File: src/rtl/mem_rd_arbiter_if.sv
// ---------------------------------------------------------------------------
// mem_rd_arbiter_if
// Bundles the shared memory read channel as seen by the arbiter: the I-cache
// and D-cache request/response ports plus the single memory-side channel.
//
// Signals (directions given for the slave modport, i.e. the arbiter):
//   ic_rd_req_valid/addr      in   I-cache burst request
//   ic_rd_req_ready           out  request accepted by arbiter+memory
//   ic_rd_rsp_valid/data/last out  response beats to I-cache
//   ic_rd_rsp_ready           in   I-cache accepts beat
//   dc_*                           same set for the D-cache
//   to_mem_rd_req_valid/addr  out  burst request to memory
//   from_mem_rd_req_ready     in   memory accepts request
//   from_mem_rd_rsp_*         in   memory beat valid/data/last
//   to_mem_rd_rsp_ready       out  beat accepted
//
// Modports: slave = arbiter side, master = surrounding caches + memory.
// ---------------------------------------------------------------------------
interface mem_rd_arbiter_if #(
  parameter int ADDR_W = 32,
  parameter int DATA_W = 32
);
  logic              ic_rd_req_valid;
  logic [ADDR_W-1:0] ic_rd_req_addr;
  logic              ic_rd_req_ready;
  logic              ic_rd_rsp_valid;
  logic [DATA_W-1:0] ic_rd_rsp_data;
  logic              ic_rd_rsp_last;
  logic              ic_rd_rsp_ready;

  logic              dc_rd_req_valid;
  logic [ADDR_W-1:0] dc_rd_req_addr;
  logic              dc_rd_req_ready;
  logic              dc_rd_rsp_valid;
  logic [DATA_W-1:0] dc_rd_rsp_data;
  logic              dc_rd_rsp_last;
  logic              dc_rd_rsp_ready;

  logic              to_mem_rd_req_valid;
  logic [ADDR_W-1:0] to_mem_rd_req_addr;
  logic              from_mem_rd_req_ready;
  logic              from_mem_rd_rsp_valid;
  logic [DATA_W-1:0] from_mem_rd_rsp_data;
  logic              from_mem_rd_rsp_last;
  logic              to_mem_rd_rsp_ready;

  modport slave (
    input  ic_rd_req_valid, ic_rd_req_addr, ic_rd_rsp_ready,
    input  dc_rd_req_valid, dc_rd_req_addr, dc_rd_rsp_ready,
    input  from_mem_rd_req_ready, from_mem_rd_rsp_valid,
    input  from_mem_rd_rsp_data, from_mem_rd_rsp_last,
    output ic_rd_req_ready, ic_rd_rsp_valid, ic_rd_rsp_data, ic_rd_rsp_last,
    output dc_rd_req_ready, dc_rd_rsp_valid, dc_rd_rsp_data, dc_rd_rsp_last,
    output to_mem_rd_req_valid, to_mem_rd_req_addr, to_mem_rd_rsp_ready
  );

  modport master (
    output ic_rd_req_valid, ic_rd_req_addr, ic_rd_rsp_ready,
    output dc_rd_req_valid, dc_rd_req_addr, dc_rd_rsp_ready,
    output from_mem_rd_req_ready, from_mem_rd_rsp_valid,
    output from_mem_rd_rsp_data, from_mem_rd_rsp_last,
    input  ic_rd_req_ready, ic_rd_rsp_valid, ic_rd_rsp_data, ic_rd_rsp_last,
    input  dc_rd_req_ready, dc_rd_rsp_valid, dc_rd_rsp_data, dc_rd_rsp_last,
    input  to_mem_rd_req_valid, to_mem_rd_req_addr, to_mem_rd_rsp_ready
  );
endinterface

File: src/rtl/mem_rd_arbiter.sv
// ---------------------------------------------------------------------------
// mem_rd_arbiter
// Shares one memory read channel (burst request + response beats) between
// the I-cache (port 0) and the D-cache (port 1). One requester owns the
// channel per burst: its address goes to memory and response beats are
// routed back to it only; the channel is released after the last beat.
//
// Ports:
//   clk       in   clock
//   rst       in   synchronous active-high reset
//   bus       if   mem_rd_arbiter_if.slave (cache ports + memory channel)
//   grant     out  current owner (0=I-cache, 1=D-cache), valid when busy
//   busy      out  transaction in flight (REQ or RESP)
//   beat_cnt  out  beats accepted in current burst, saturating
//
// Optional feature macro: MEM_RD_ARB_RR_EN
//   defined   -> round-robin on ties using a last_grant register
//   undefined -> fixed priority, D-cache wins ties
// ---------------------------------------------------------------------------
module mem_rd_arbiter #(
  parameter int ADDR_W     = 32,
  parameter int DATA_W     = 32,
  parameter int BEAT_CNT_W = 4
) (
  input  logic                  clk,
  input  logic                  rst,
  mem_rd_arbiter_if.slave       bus,
  output logic                  grant,
  output logic                  busy,
  output logic [BEAT_CNT_W-1:0] beat_cnt
);

  typedef enum logic [2:0] {
    IDLE = 3'b001,
    REQ  = 3'b010,
    RESP = 3'b100
  } state_t;

  state_t            state;
  logic              req_vld_p0;
  logic [ADDR_W-1:0] addr_p0;
  logic              win;
  logic              req_phase;
  logic              rsp_phase;
  logic              ic_sel;
  logic              dc_sel;
  logic              beat_hs;

  function automatic logic [BEAT_CNT_W-1:0] sat_inc(input logic [BEAT_CNT_W-1:0] v);
    return (&v) ? v : v + 1'b1;
  endfunction

`ifdef MEM_RD_ARB_RR_EN
  logic last_grant;
  // On a tie the port that was not served last wins.
  assign win = (bus.ic_rd_req_valid && bus.dc_rd_req_valid) ? ~last_grant
                                                            : bus.dc_rd_req_valid;
`else
  assign win = bus.dc_rd_req_valid;
`endif

  // Gating with rst keeps every valid/ready low in the reset cycle, so a
  // reset landing mid-burst never forwards or accepts a beat.
  assign req_phase = req_vld_p0 && !rst;
  assign rsp_phase = (state == RESP) && !rst;
  assign ic_sel    = rsp_phase && !grant;
  assign dc_sel    = rsp_phase && grant;

  assign bus.to_mem_rd_req_valid = req_phase;
  assign bus.to_mem_rd_req_addr  = addr_p0;
  assign bus.ic_rd_req_ready     = req_phase && !grant && bus.from_mem_rd_req_ready;
  assign bus.dc_rd_req_ready     = req_phase && grant && bus.from_mem_rd_req_ready;

  assign bus.ic_rd_rsp_valid = ic_sel && bus.from_mem_rd_rsp_valid;
  assign bus.ic_rd_rsp_data  = ic_sel ? bus.from_mem_rd_rsp_data : {DATA_W{1'b0}};
  assign bus.ic_rd_rsp_last  = ic_sel && bus.from_mem_rd_rsp_last;
  assign bus.dc_rd_rsp_valid = dc_sel && bus.from_mem_rd_rsp_valid;
  assign bus.dc_rd_rsp_data  = dc_sel ? bus.from_mem_rd_rsp_data : {DATA_W{1'b0}};
  assign bus.dc_rd_rsp_last  = dc_sel && bus.from_mem_rd_rsp_last;

  assign bus.to_mem_rd_rsp_ready = (ic_sel && bus.ic_rd_rsp_ready) ||
                                   (dc_sel && bus.dc_rd_rsp_ready);
  assign beat_hs = bus.from_mem_rd_rsp_valid && bus.to_mem_rd_rsp_ready;

  // Stage p0: arbitration decision, address capture and burst tracking.
  always_ff @(posedge clk) begin
    if (rst) begin
      state      <= IDLE;
      grant      <= 1'b0;
      busy       <= 1'b0;
      req_vld_p0 <= 1'b0;
      beat_cnt   <= '0;
      addr_p0    <= '0;
`ifdef MEM_RD_ARB_RR_EN
      last_grant <= 1'b0;
`endif
    end else begin
      case (state)
        IDLE: begin
          if (bus.ic_rd_req_valid || bus.dc_rd_req_valid) begin
            grant      <= win;
            addr_p0    <= win ? bus.dc_rd_req_addr : bus.ic_rd_req_addr;
            busy       <= 1'b1;
            req_vld_p0 <= 1'b1;
            state      <= REQ;
          end
        end
        REQ: begin
          if (bus.from_mem_rd_req_ready) begin
            req_vld_p0 <= 1'b0;
            beat_cnt   <= '0;
            state      <= RESP;
          end
        end
        RESP: begin
          if (beat_hs) begin
            beat_cnt <= sat_inc(beat_cnt);
            if (bus.from_mem_rd_rsp_last) begin
              busy  <= 1'b0;
              state <= IDLE;
`ifdef MEM_RD_ARB_RR_EN
              last_grant <= grant;
`endif
            end
          end
        end
        default: begin
          // Illegal one-hot encoding: drop any in-flight transaction.
          busy       <= 1'b0;
          req_vld_p0 <= 1'b0;
          state      <= IDLE;
        end
      endcase
    end
  end

endmodule

File: src/flat_wrapper.sv
// flat-port wrapper written by rule: the top's interface ports become plain ports
module mem_rd_arbiter_flat 
#(
  parameter int ADDR_W     = 32,
  parameter int DATA_W     = 32,
  parameter int BEAT_CNT_W = 4
)
  (clk, rst, grant, busy, beat_cnt, bus_ic_rd_req_valid, bus_ic_rd_req_addr, bus_ic_rd_rsp_ready, bus_dc_rd_req_valid, bus_dc_rd_req_addr, bus_dc_rd_rsp_ready, bus_from_mem_rd_req_ready, bus_from_mem_rd_rsp_valid, bus_from_mem_rd_rsp_data, bus_from_mem_rd_rsp_last, bus_ic_rd_req_ready, bus_ic_rd_rsp_valid, bus_ic_rd_rsp_data, bus_ic_rd_rsp_last, bus_dc_rd_req_ready, bus_dc_rd_rsp_valid, bus_dc_rd_rsp_data, bus_dc_rd_rsp_last, bus_to_mem_rd_req_valid, bus_to_mem_rd_req_addr, bus_to_mem_rd_rsp_ready);
  mem_rd_arbiter_if #(.ADDR_W(ADDR_W), .DATA_W(DATA_W)) bus_i ();
  input  logic clk;
  input  logic rst;
  output logic grant;
  output logic busy;
  output logic [BEAT_CNT_W-1:0] beat_cnt;
  input wire logic [$bits(bus_i.ic_rd_req_valid)-1:0] bus_ic_rd_req_valid;
  input wire logic [$bits(bus_i.ic_rd_req_addr)-1:0] bus_ic_rd_req_addr;
  input wire logic [$bits(bus_i.ic_rd_rsp_ready)-1:0] bus_ic_rd_rsp_ready;
  input wire logic [$bits(bus_i.dc_rd_req_valid)-1:0] bus_dc_rd_req_valid;
  input wire logic [$bits(bus_i.dc_rd_req_addr)-1:0] bus_dc_rd_req_addr;
  input wire logic [$bits(bus_i.dc_rd_rsp_ready)-1:0] bus_dc_rd_rsp_ready;
  input wire logic [$bits(bus_i.from_mem_rd_req_ready)-1:0] bus_from_mem_rd_req_ready;
  input wire logic [$bits(bus_i.from_mem_rd_rsp_valid)-1:0] bus_from_mem_rd_rsp_valid;
  input wire logic [$bits(bus_i.from_mem_rd_rsp_data)-1:0] bus_from_mem_rd_rsp_data;
  input wire logic [$bits(bus_i.from_mem_rd_rsp_last)-1:0] bus_from_mem_rd_rsp_last;
  output wire logic [$bits(bus_i.ic_rd_req_ready)-1:0] bus_ic_rd_req_ready;
  output wire logic [$bits(bus_i.ic_rd_rsp_valid)-1:0] bus_ic_rd_rsp_valid;
  output wire logic [$bits(bus_i.ic_rd_rsp_data)-1:0] bus_ic_rd_rsp_data;
  output wire logic [$bits(bus_i.ic_rd_rsp_last)-1:0] bus_ic_rd_rsp_last;
  output wire logic [$bits(bus_i.dc_rd_req_ready)-1:0] bus_dc_rd_req_ready;
  output wire logic [$bits(bus_i.dc_rd_rsp_valid)-1:0] bus_dc_rd_rsp_valid;
  output wire logic [$bits(bus_i.dc_rd_rsp_data)-1:0] bus_dc_rd_rsp_data;
  output wire logic [$bits(bus_i.dc_rd_rsp_last)-1:0] bus_dc_rd_rsp_last;
  output wire logic [$bits(bus_i.to_mem_rd_req_valid)-1:0] bus_to_mem_rd_req_valid;
  output wire logic [$bits(bus_i.to_mem_rd_req_addr)-1:0] bus_to_mem_rd_req_addr;
  output wire logic [$bits(bus_i.to_mem_rd_rsp_ready)-1:0] bus_to_mem_rd_rsp_ready;
  assign bus_i.ic_rd_req_valid = bus_ic_rd_req_valid;
  assign bus_i.ic_rd_req_addr = bus_ic_rd_req_addr;
  assign bus_i.ic_rd_rsp_ready = bus_ic_rd_rsp_ready;
  assign bus_i.dc_rd_req_valid = bus_dc_rd_req_valid;
  assign bus_i.dc_rd_req_addr = bus_dc_rd_req_addr;
  assign bus_i.dc_rd_rsp_ready = bus_dc_rd_rsp_ready;
  assign bus_i.from_mem_rd_req_ready = bus_from_mem_rd_req_ready;
  assign bus_i.from_mem_rd_rsp_valid = bus_from_mem_rd_rsp_valid;
  assign bus_i.from_mem_rd_rsp_data = bus_from_mem_rd_rsp_data;
  assign bus_i.from_mem_rd_rsp_last = bus_from_mem_rd_rsp_last;
  assign bus_ic_rd_req_ready = bus_i.ic_rd_req_ready;
  assign bus_ic_rd_rsp_valid = bus_i.ic_rd_rsp_valid;
  assign bus_ic_rd_rsp_data = bus_i.ic_rd_rsp_data;
  assign bus_ic_rd_rsp_last = bus_i.ic_rd_rsp_last;
  assign bus_dc_rd_req_ready = bus_i.dc_rd_req_ready;
  assign bus_dc_rd_rsp_valid = bus_i.dc_rd_rsp_valid;
  assign bus_dc_rd_rsp_data = bus_i.dc_rd_rsp_data;
  assign bus_dc_rd_rsp_last = bus_i.dc_rd_rsp_last;
  assign bus_to_mem_rd_req_valid = bus_i.to_mem_rd_req_valid;
  assign bus_to_mem_rd_req_addr = bus_i.to_mem_rd_req_addr;
  assign bus_to_mem_rd_rsp_ready = bus_i.to_mem_rd_rsp_ready;
  mem_rd_arbiter #(.ADDR_W(ADDR_W), .DATA_W(DATA_W), .BEAT_CNT_W(BEAT_CNT_W)) u_core (.clk(clk), .rst(rst), .bus(bus_i), .grant(grant), .busy(busy), .beat_cnt(beat_cnt));
endmodule
File: config.mk
export PLATFORM = sky130hd
export DESIGN_NAME = mem_rd_arbiter_flat
export DESIGN_NICKNAME = d
export VERILOG_FILES = /design/src/rtl/mem_rd_arbiter_if.sv /design/src/rtl/mem_rd_arbiter.sv /design/src/flat_wrapper.sv
export SDC_FILE = /design/constraint.sdc
export NUM_CORES = 1
export LEC_CHECK = 0
export CAP_MARGIN = 0
export CELL_PAD_IN_SITES_DETAIL_PLACEMENT = 1
export CELL_PAD_IN_SITES_GLOBAL_PLACEMENT = 2
export CORE_MARGIN = 10
export CORE_UTILIZATION = 17
export DETAILED_ROUTE_END_ITERATION = 6
export PLACE_DENSITY = 0.94
export SYNTH_ARGS = -nofsm -noshare
export SYNTH_HDL_FRONTEND = slang
export SYNTH_SLANG_ARGS = --single-unit
export TNS_END_PERCENT = 1
File: constraint.sdc
create_clock -name clk -period 3.4 [get_ports clk]
set_input_delay 0.85 -clock clk [delete_from_list [all_inputs] [get_ports clk]]
set_output_delay 0.85 -clock clk [all_outputs]
set_load 0.02 [all_outputs]
; Yosys cells after proc, flatten, opt, wreduce, memory -nomap -nowiden
; Cells that the tools add are included.
[classes]
n_addsub = 1
eq_ne = 8
mux = 18
bitwise = 2
reduce_logical = 26
[op_table]
columns = operator, n
row1 = two-way mux 32 bit, 3
row2 = AND reduction 4 bit, 4
row3 = logical AND 1 bit, 15
row4 = two-way mux 3 bit, 4
row5 = two-way mux 4 bit, 3
row6 = one-hot mux 3 bit (3 select lines), 1
row7 = one-hot mux 4 bit (2 select lines), 1
row8 = "!= test 2 bit, second input constant", 3
row9 = one-hot mux 1 bit (3 select lines), 2
row10 = "adder 4 x 1 -> 4 bit, second input constant", 1
row11 = two-way mux 1 bit, 4
row12 = "!= test 2 x 1 -> 1 bit, second input constant", 2
row13 = "equality test 3 x 1 -> 1 bit, second input constant", 1
row14 = "equality test 3 x 2 -> 1 bit, second input constant", 1
row15 = "equality test 3 bit, second input constant", 1
row16 = AND reduction 3 bit, 1
row17 = logical NOT 1 bit, 2
row18 = logical OR 1 bit, 2
row19 = NOT 1 bit, 2
row20 = AND reduction 2 bit, 1
row21 = nonzero test 2 bit, 1
[totals]
reg_bits = 42
output_inout_bits = 110
word_cells = 61

; Longest topological paths before layout
; Gate-level depths: netlist of the first run.
[depth]
ltp_word = 8
mapped_depth = 7
ltp_nobuf = 5

; Worst setup path before layout of the first run
; OpenSTA, ideal clock, no wires.
[synth_timing]
path_type = in2out
from = input port rst
to = output port bus_ic_rd_rsp_last
arrival_ns = 1.993
slack_ns = 0.557
stages = 3
path_cell_list = clkbuf_1 -> clkbuf_1 -> nor4_1
[synth_via]
elab_chain_cells = 4
[synth_lines]
columns = element, line
row1 = from (decl), flat_wrapper.sv:11  ; input logic rst;
row2 = logical NOT 1 bit, mem_rd_arbiter.sv:65  ; assign rsp_phase = (state == RESP) && !rst;
row3 = logical AND 1 bit, mem_rd_arbiter.sv:65
row4 = logical AND 1 bit, mem_rd_arbiter.sv:66  ; assign ic_sel = rsp_phase && !grant;
row5 = logical AND 1 bit, mem_rd_arbiter.sv:76  ; assign bus.ic_rd_rsp_last = ic_sel && bus.from_mem_rd_rsp_last;
row6 = to (decl), flat_wrapper.sv:28  ; output wire logic [$bits(bus_i.ic_rd_rsp_last)-1:0] bus_ic_rd_rsp_last;
; No other way between the ends.

; Worst setup path in the final report of the first run
[layout_timing]
from = register u_core.state[2]
to = output port bus_ic_rd_rsp_data[3]
[layout_via]
elab_chain_cells = 4
[layout_lines]
columns = element, line
row1 = from (decl), mem_rd_arbiter.sv:39  ; state_t state;
row2 = from (signal assigned), mem_rd_arbiter.sv:88  ; state <= IDLE;
row3 = from (signal assigned), mem_rd_arbiter.sv:105  ; state <= REQ;
row4 = from (signal assigned), mem_rd_arbiter.sv:112  ; state <= RESP;
row5 = equality test 3 bit, mem_rd_arbiter.sv:65
row6 = logical AND 1 bit, mem_rd_arbiter.sv:65
row7 = logical AND 1 bit, mem_rd_arbiter.sv:66
row8 = two-way mux 32 bit, mem_rd_arbiter.sv:75  ; assign bus.ic_rd_rsp_data = ic_sel ? bus.from_mem_rd_rsp_data : {DATA_W{1'b0}};
row9 = to (decl), flat_wrapper.sv:27  ; output wire logic [$bits(bus_i.ic_rd_rsp_data)-1:0] bus_ic_rd_rsp_data;
; No other way between the ends.

==> results of run 1 <==
==> state kept, by name, indices dropped and copies added (netlist names) <==
signal                         count
u_core.busy                        1
u_core.beat_cnt                    4
u_core.state                       3
u_core.grant                       1
u_core.req_vld_p0                  1
u_core.bus.to_mem_rd_req_addr     32
==> power by group <==
part           switching (µW)  internal, µW
logic                     510           486
registers                90.9           628
clock network             190           347
==> final cells by class <==
class	count	share of cell area
Clock inverter	1	0.00606
Inverter	4	0.00303
Tap cell	180	0.0455
Clock buffer	7	0.0268
Sequential cell	42	0.170
Timing Repair Buffer	222	0.449
Multi-Input combinational cell	220	0.299
==> per-stage QoR <==
step | cells | setup WS [ns] | power, µW | hold WS, ns
after floorplan | 290 | 0.557 | 1240 | 0.468
after global placement | 668 | 0.188 | 1720 | 0.457
after detailed placement | 668 | 0.204 | 1750 | 0.463
after CTS | 676 | 0.00175 | 2300 | 0.475
after global routing | 676 | 0.0361 | 2420 | 0.514
final | 676 | 0.172 | 2250 | 0.468
==> per-layer routing <==
layer	wire length (µm)	GRT usage	vias up	share of wire
met5	13	0	-	0.0011
met4	78	0.0212	2	0.0065
met3	1760	0.0747	7	0.15
met2	5330	0.190	179	0.45
met1	4770	0.119	1271	0.40
li1	-	-	1402	-
==> worst max-delay path by stage <==
stage               slack, ns  cells after the start               endpoint                      from
floorplan                0.56                      3     bus_ic_rd_rsp_last                       rst
global placement         0.19                      4     bus_ic_rd_rsp_last  bus_from_mem_rd_rsp_last
detailed placement       0.20                      4     bus_ic_rd_rsp_last  bus_from_mem_rd_rsp_last
CTS                     0.002                      5  bus_ic_rd_rsp_data[3]           u_core.state[2]
global route             0.04                      5  bus_ic_rd_rsp_data[3]           u_core.state[2]
finish                   0.17                      5  bus_ic_rd_rsp_data[3]           u_core.state[2]
==> cell usage in the layout, fill, tap and decap left out, drive strengths merged, types with 2 or more instances in the layout <==
cell type,count
a21oi,3
nor3,6
buf,11
or3b,2
nand2,6
o21ai,4
nor2b,2
clkbuf,7
nand2b,2
mux2i,34
nor3b,2
nor2,40
clkdlybuf4s50,211
dfxtp,42
and3,4
a211oi,32
and2,67
inv,4
==> cell families after synthesis <==
| logic type | count (synthesis) |
|---|---|
| buffers and inverters | 28 |
| AOI/OAI and AO/OA | 49 |
| and+or+nand+nor | 135 |
| xor gates and xnor gates | 1 |
| DFF | 42 |
| adders and majority gates | 1 |
| muxes | 34 |
==> critical path, cell delays in order, from the launching register on <==
cell and delay, ns:
dfxtp_1 0.45, or3b_4 0.49, nor3_4 0.17, buf_12 0.18, and2_1 0.18, clkdlybuf4s50_1 0.62
==> results.yml, run 1 <==
synthesis:
  synthAdderAreaFrac: 0.00508
  synth-edff-count: 0
  post-synth-top-area-cell: "dfxtp_1"
  ys_seq_elements: 42
  synthMostInstantiatedCell: "and2_1"
  ys_async_sr_fraction: 0
  syn_area_per_cell_um2: 8.49
  ys.flop_type: "dfxtp_1"
  yosys-top-cells-area: "dfxtp_1, and2_1, mux2i_1, a211oi_1, nor2_1"
  synth_top_area_frac: 0.342
  synth_cell_types: 38
  synthSimpleGateAreaFrac: 0.307
  seq_area_frac_synth: 0.342
  synth_mux_area_frac: 0.138
  syn_inst: 290
  syn-num-nets: 396
  ys_top_cells_by_count: "and2_1, dfxtp_1, nor2_1, mux2i_1, a211oi_1"
  synth_xor_area_frac: 0.00356
  synth_top_family_by_area: "simple AND/OR/NAND/NOR gates"
  yosys_warnings: 0
  synth_compound_area_frac: 0.148
  syn_area_um2: 2460
sta:
  rsz0062_at_grt: "false"
  setup_violations: 0
  slew_headroom: 0.624
  hold_violations: 0
  worst_pin_slew_ns: 0.564
  period_needed_ns: 3.23
  tns_ns: 0
  fmax_mhz: 310
  maxSlewViolCount: 0
  clock_skew_ns: 0.00349
  fin_crit_sh: 0.950
cts:
  cts_buffers: 5
  clk_latency_ns: 0.28
  cts_root_buf: "clkbuf_16"
  cts_resized: 0
  clock_sinks: 42
  cts_max_level: 2
  clk_pin_slew_ns: 0.06
  cts_hold_buf: 0
  cts_buffer_depth: 2
  postCtsSetupBuffers: 0
  cts_tree: "built"
run:
  maxCapViolCount: 0
worst_setup_path:
  crit_type: "register to primary output"
  timing.reg2reg.setup_slack_ns: 1.40
  r2r-start: "u_core.state[0]"
  arrival_ns: 2.38
  worstSetupStartpointType: "register"
  worstSetupEndpointType: "primary output"
  cp_max_fo: 33
  r2r_end: "u_core.bus.to_mem_rd_req_addr[11]"
  cp.required_ns: 2.55
  reg2reg_depth: 5
worst_hold_path:
  hold_class: "register to register"
  holdPathEnd: "u_core.busy"
  min_from: "u_core.busy"
  hold_depth: 1
finish:
  final_util: 0.353
  multi_input_area_um2: 1480
  fillers: 1620
  drive_gt1_frac: 0.0504
  antenna-diode-count: 0
  seq_area_um2: 841
  syn_to_final_growth_pct: 101
  final_area_um2: 4950
  nets: 601
routing:
  vias: 2861
  drtAntennaViolNets: 0
  drcViolationCount: 0
  wl_um: 12000
  wire_per_inst_um: 17.7
  first_pass_iters: 4
  drtIter0Drc: 41
  via_per_inst: 4.23
floorplanning:
  rows: 43
  core_um2: 14000
  design.die.area_um2: 19700
  die_w_um: 140
  die_h_um: 140
  ios: 215
  initial_core_util: 0.175
global_routing:
  grt_usage: 0.114
  grt_overflow: 0
  grt_pass1_vias: 3086
  grt_max_degree: 44
  grt_pass1_wl_um: 18300
  antenna_found_initial: 1
placement:
  place_area_um2: 4790
  hpwl_um: 10200
  gp_congestion: 0.908
  numPortBuffers: 214
pwr:
  p_per_area_nw_per_um2: 455
  p_leak_uw: 0.00191
  vdd_drop_max_v: 0.000227
run_status:
  outcome: "complete, no violations"
Note: power is estimated with default switching activity, not from simulation.
==> run 2, diff against run 1 <==
Settings changed: PLACE_DENSITY 0.94 to 0.95.
==> results.yml, run 2 (same netlist as run 1, synthesis figures left out) <==
placement:
  gp_congestion: 0.916
  hpwl_um: 10300
  numPortBuffers: 214
pwr:
  p_per_area_nw_per_um2: 444
  vdd_drop_max_v: 0.000219
  p_leak_uw: 0.00190
worst_setup_path:
  timing.reg2reg.setup_slack_ns: 1.68
  cp_max_fo: 33
  reg2reg_depth: 5
  cp.required_ns: 2.55
  worstSetupStartpointType: "register"
  max_stage_delay_ns: 0.61
  worstSetupEndpointType: "primary output"
  r2r_end: "u_core.bus.to_mem_rd_req_addr[29]"
  crit_type: "register to primary output"
  crit_chain: "or3b_4 > nor3_4 > buf_12 > and2_1 > clkdlybuf4s50_1"
  r2r-start: "u_core.state[0]"
  cp_slowest_cell: "clkdlybuf4s50_1"
  arrival_ns: 2.33
routing:
  drcViolationCount: 0
  wl_um: 11800
  wire_per_inst_um: 17.5
  vias: 2847
  drtIter0Drc: 70
  drtAntennaViolNets: 0
  via_per_inst: 4.22
  first_pass_iters: 3
cts:
  cts_resized: 0
  clk_pin_slew_ns: 0.06
  cts_buffer_depth: 2
  clk_latency_ns: 0.28
  postCtsSetupBuffers: 0
  cts_buffers: 5
  cts_tree: "built"
  cts_hold_buf: 0
  cts_root_buf: "clkbuf_16"
  clock_sinks: 42
  cts_max_level: 2
sta:
  period_needed_ns: 3.18
  clock_skew_ns: 0.00288
  tns_ns: 0
  whs_ns: 0.469
  slew_headroom: 0.560
  worst_pin_slew_ns: 0.661
  setup_violations: 0
  maxSlewViolCount: 0
  fin_crit_sh: 0.935
  hold_violations: 0
  rsz0062_at_grt: "false"
  fmax_mhz: 315
floorplanning:
  rows: 43
  design.die.area_um2: 19700
  initial_core_util: 0.175
  die_w_um: 140
  die_h_um: 140
  core_um2: 14000
  ios: 215
run_status:
  outcome: "complete, no violations"
worst_hold_path:
  holdPathEnd: "u_core.busy"
  hold_depth: 1
  min_from: "u_core.busy"
  hold_class: "register to register"
finish:
  drive_gt1_frac: 0.0525
  antenna-diode-count: 0
  final_cell_mix: "clkdlybuf4s50_1, and2_1, dfxtp_1, nor2_1, mux2i_1"
  nets: 600
  fillers: 1637
  mostFrequentLayoutCell: "clkdlybuf4s50_1"
  largest_register_ff_count: 32
  syn_to_final_growth_pct: 101
global_routing:
  grt_pass1_vias: 3056
  antenna_found_initial: 0
  grt_max_degree: 65
  grt_overflow: 0
  grt_pass1_wl_um: 18000
  grt_usage: 0.113
run:
  maxCapViolCount: 0
==> run 2: power by group <==
part	internal, µW	switching, µW	leakage (µW)	total (µW)
Sequential	628	92.4	0.000348	721
Combinational	484	506	0.00148	990
Clock	291	192	0.0000729	482
Total	1400	790	0.00190	2190
==> run 2: cell type report <==
class	count	area (µm²)	area share
multi-input cells	220	1480	0.301
clock buffers	6	139	0.0281
flip-flops and latches	42	841	0.170
repair buffers	221	2220	0.450
clock inverters	2	12.5	0.00253
well taps	180	225	0.0456
inverters	4	15.0	0.00304
==> run 2: routing by layer <==
layer | vias up | GRT usage | routed length [µm]
li1 | 1410 | - | -
met1 | 1248 | 0.115 | 4620
met2 | 181 | 0.186 | 5160
met3 | 8 | 0.0794 | 1880
met4 | 0 | 0.0245 | 140
met5 | - | 0 | 0
==> run 2: through the flow <==
| stage | cells | total power [µW] | cell area [µm²] | utilization | setup WS, ns |
|---|---|---|---|---|---|
| after floorplan | 290 | 1240 | 2460 | - | 0.557 |
| after global placement | 667 | 1720 | 4780 | 0.341 | 0.234 |
| after detailed placement | 667 | 1740 | 4780 | 0.341 | 0.235 |
| after CTS | 675 | 2240 | 4930 | 0.351 | 0.0897 |
| after global routing | 675 | 2360 | 4940 | 0.352 | 0.0634 |
| final | 675 | 2190 | 4940 | 0.352 | 0.222 |
==> run 2: worst max-delay path by stage <==
stage,cells past startpoint,end,from
detailed placement,4,bus_ic_rd_rsp_last,bus_from_mem_rd_rsp_last
floorplan,3,bus_ic_rd_rsp_last,rst
CTS,5,bus_ic_rd_rsp_data[24],u_core.state[2]
finish,5,bus_ic_rd_rsp_data[24],u_core.state[2]
global route,5,bus_ic_rd_rsp_data[24],u_core.state[2]
global placement,4,bus_ic_rd_rsp_last,bus_from_mem_rd_rsp_last
==> run 2: worst max-delay path: cells and delay by family, from the launching register on <==
family	cells	cell delay, ns
and+or+nand+nor	3	0.81
buffers and inverters	2	0.79
DFF	1	0.43
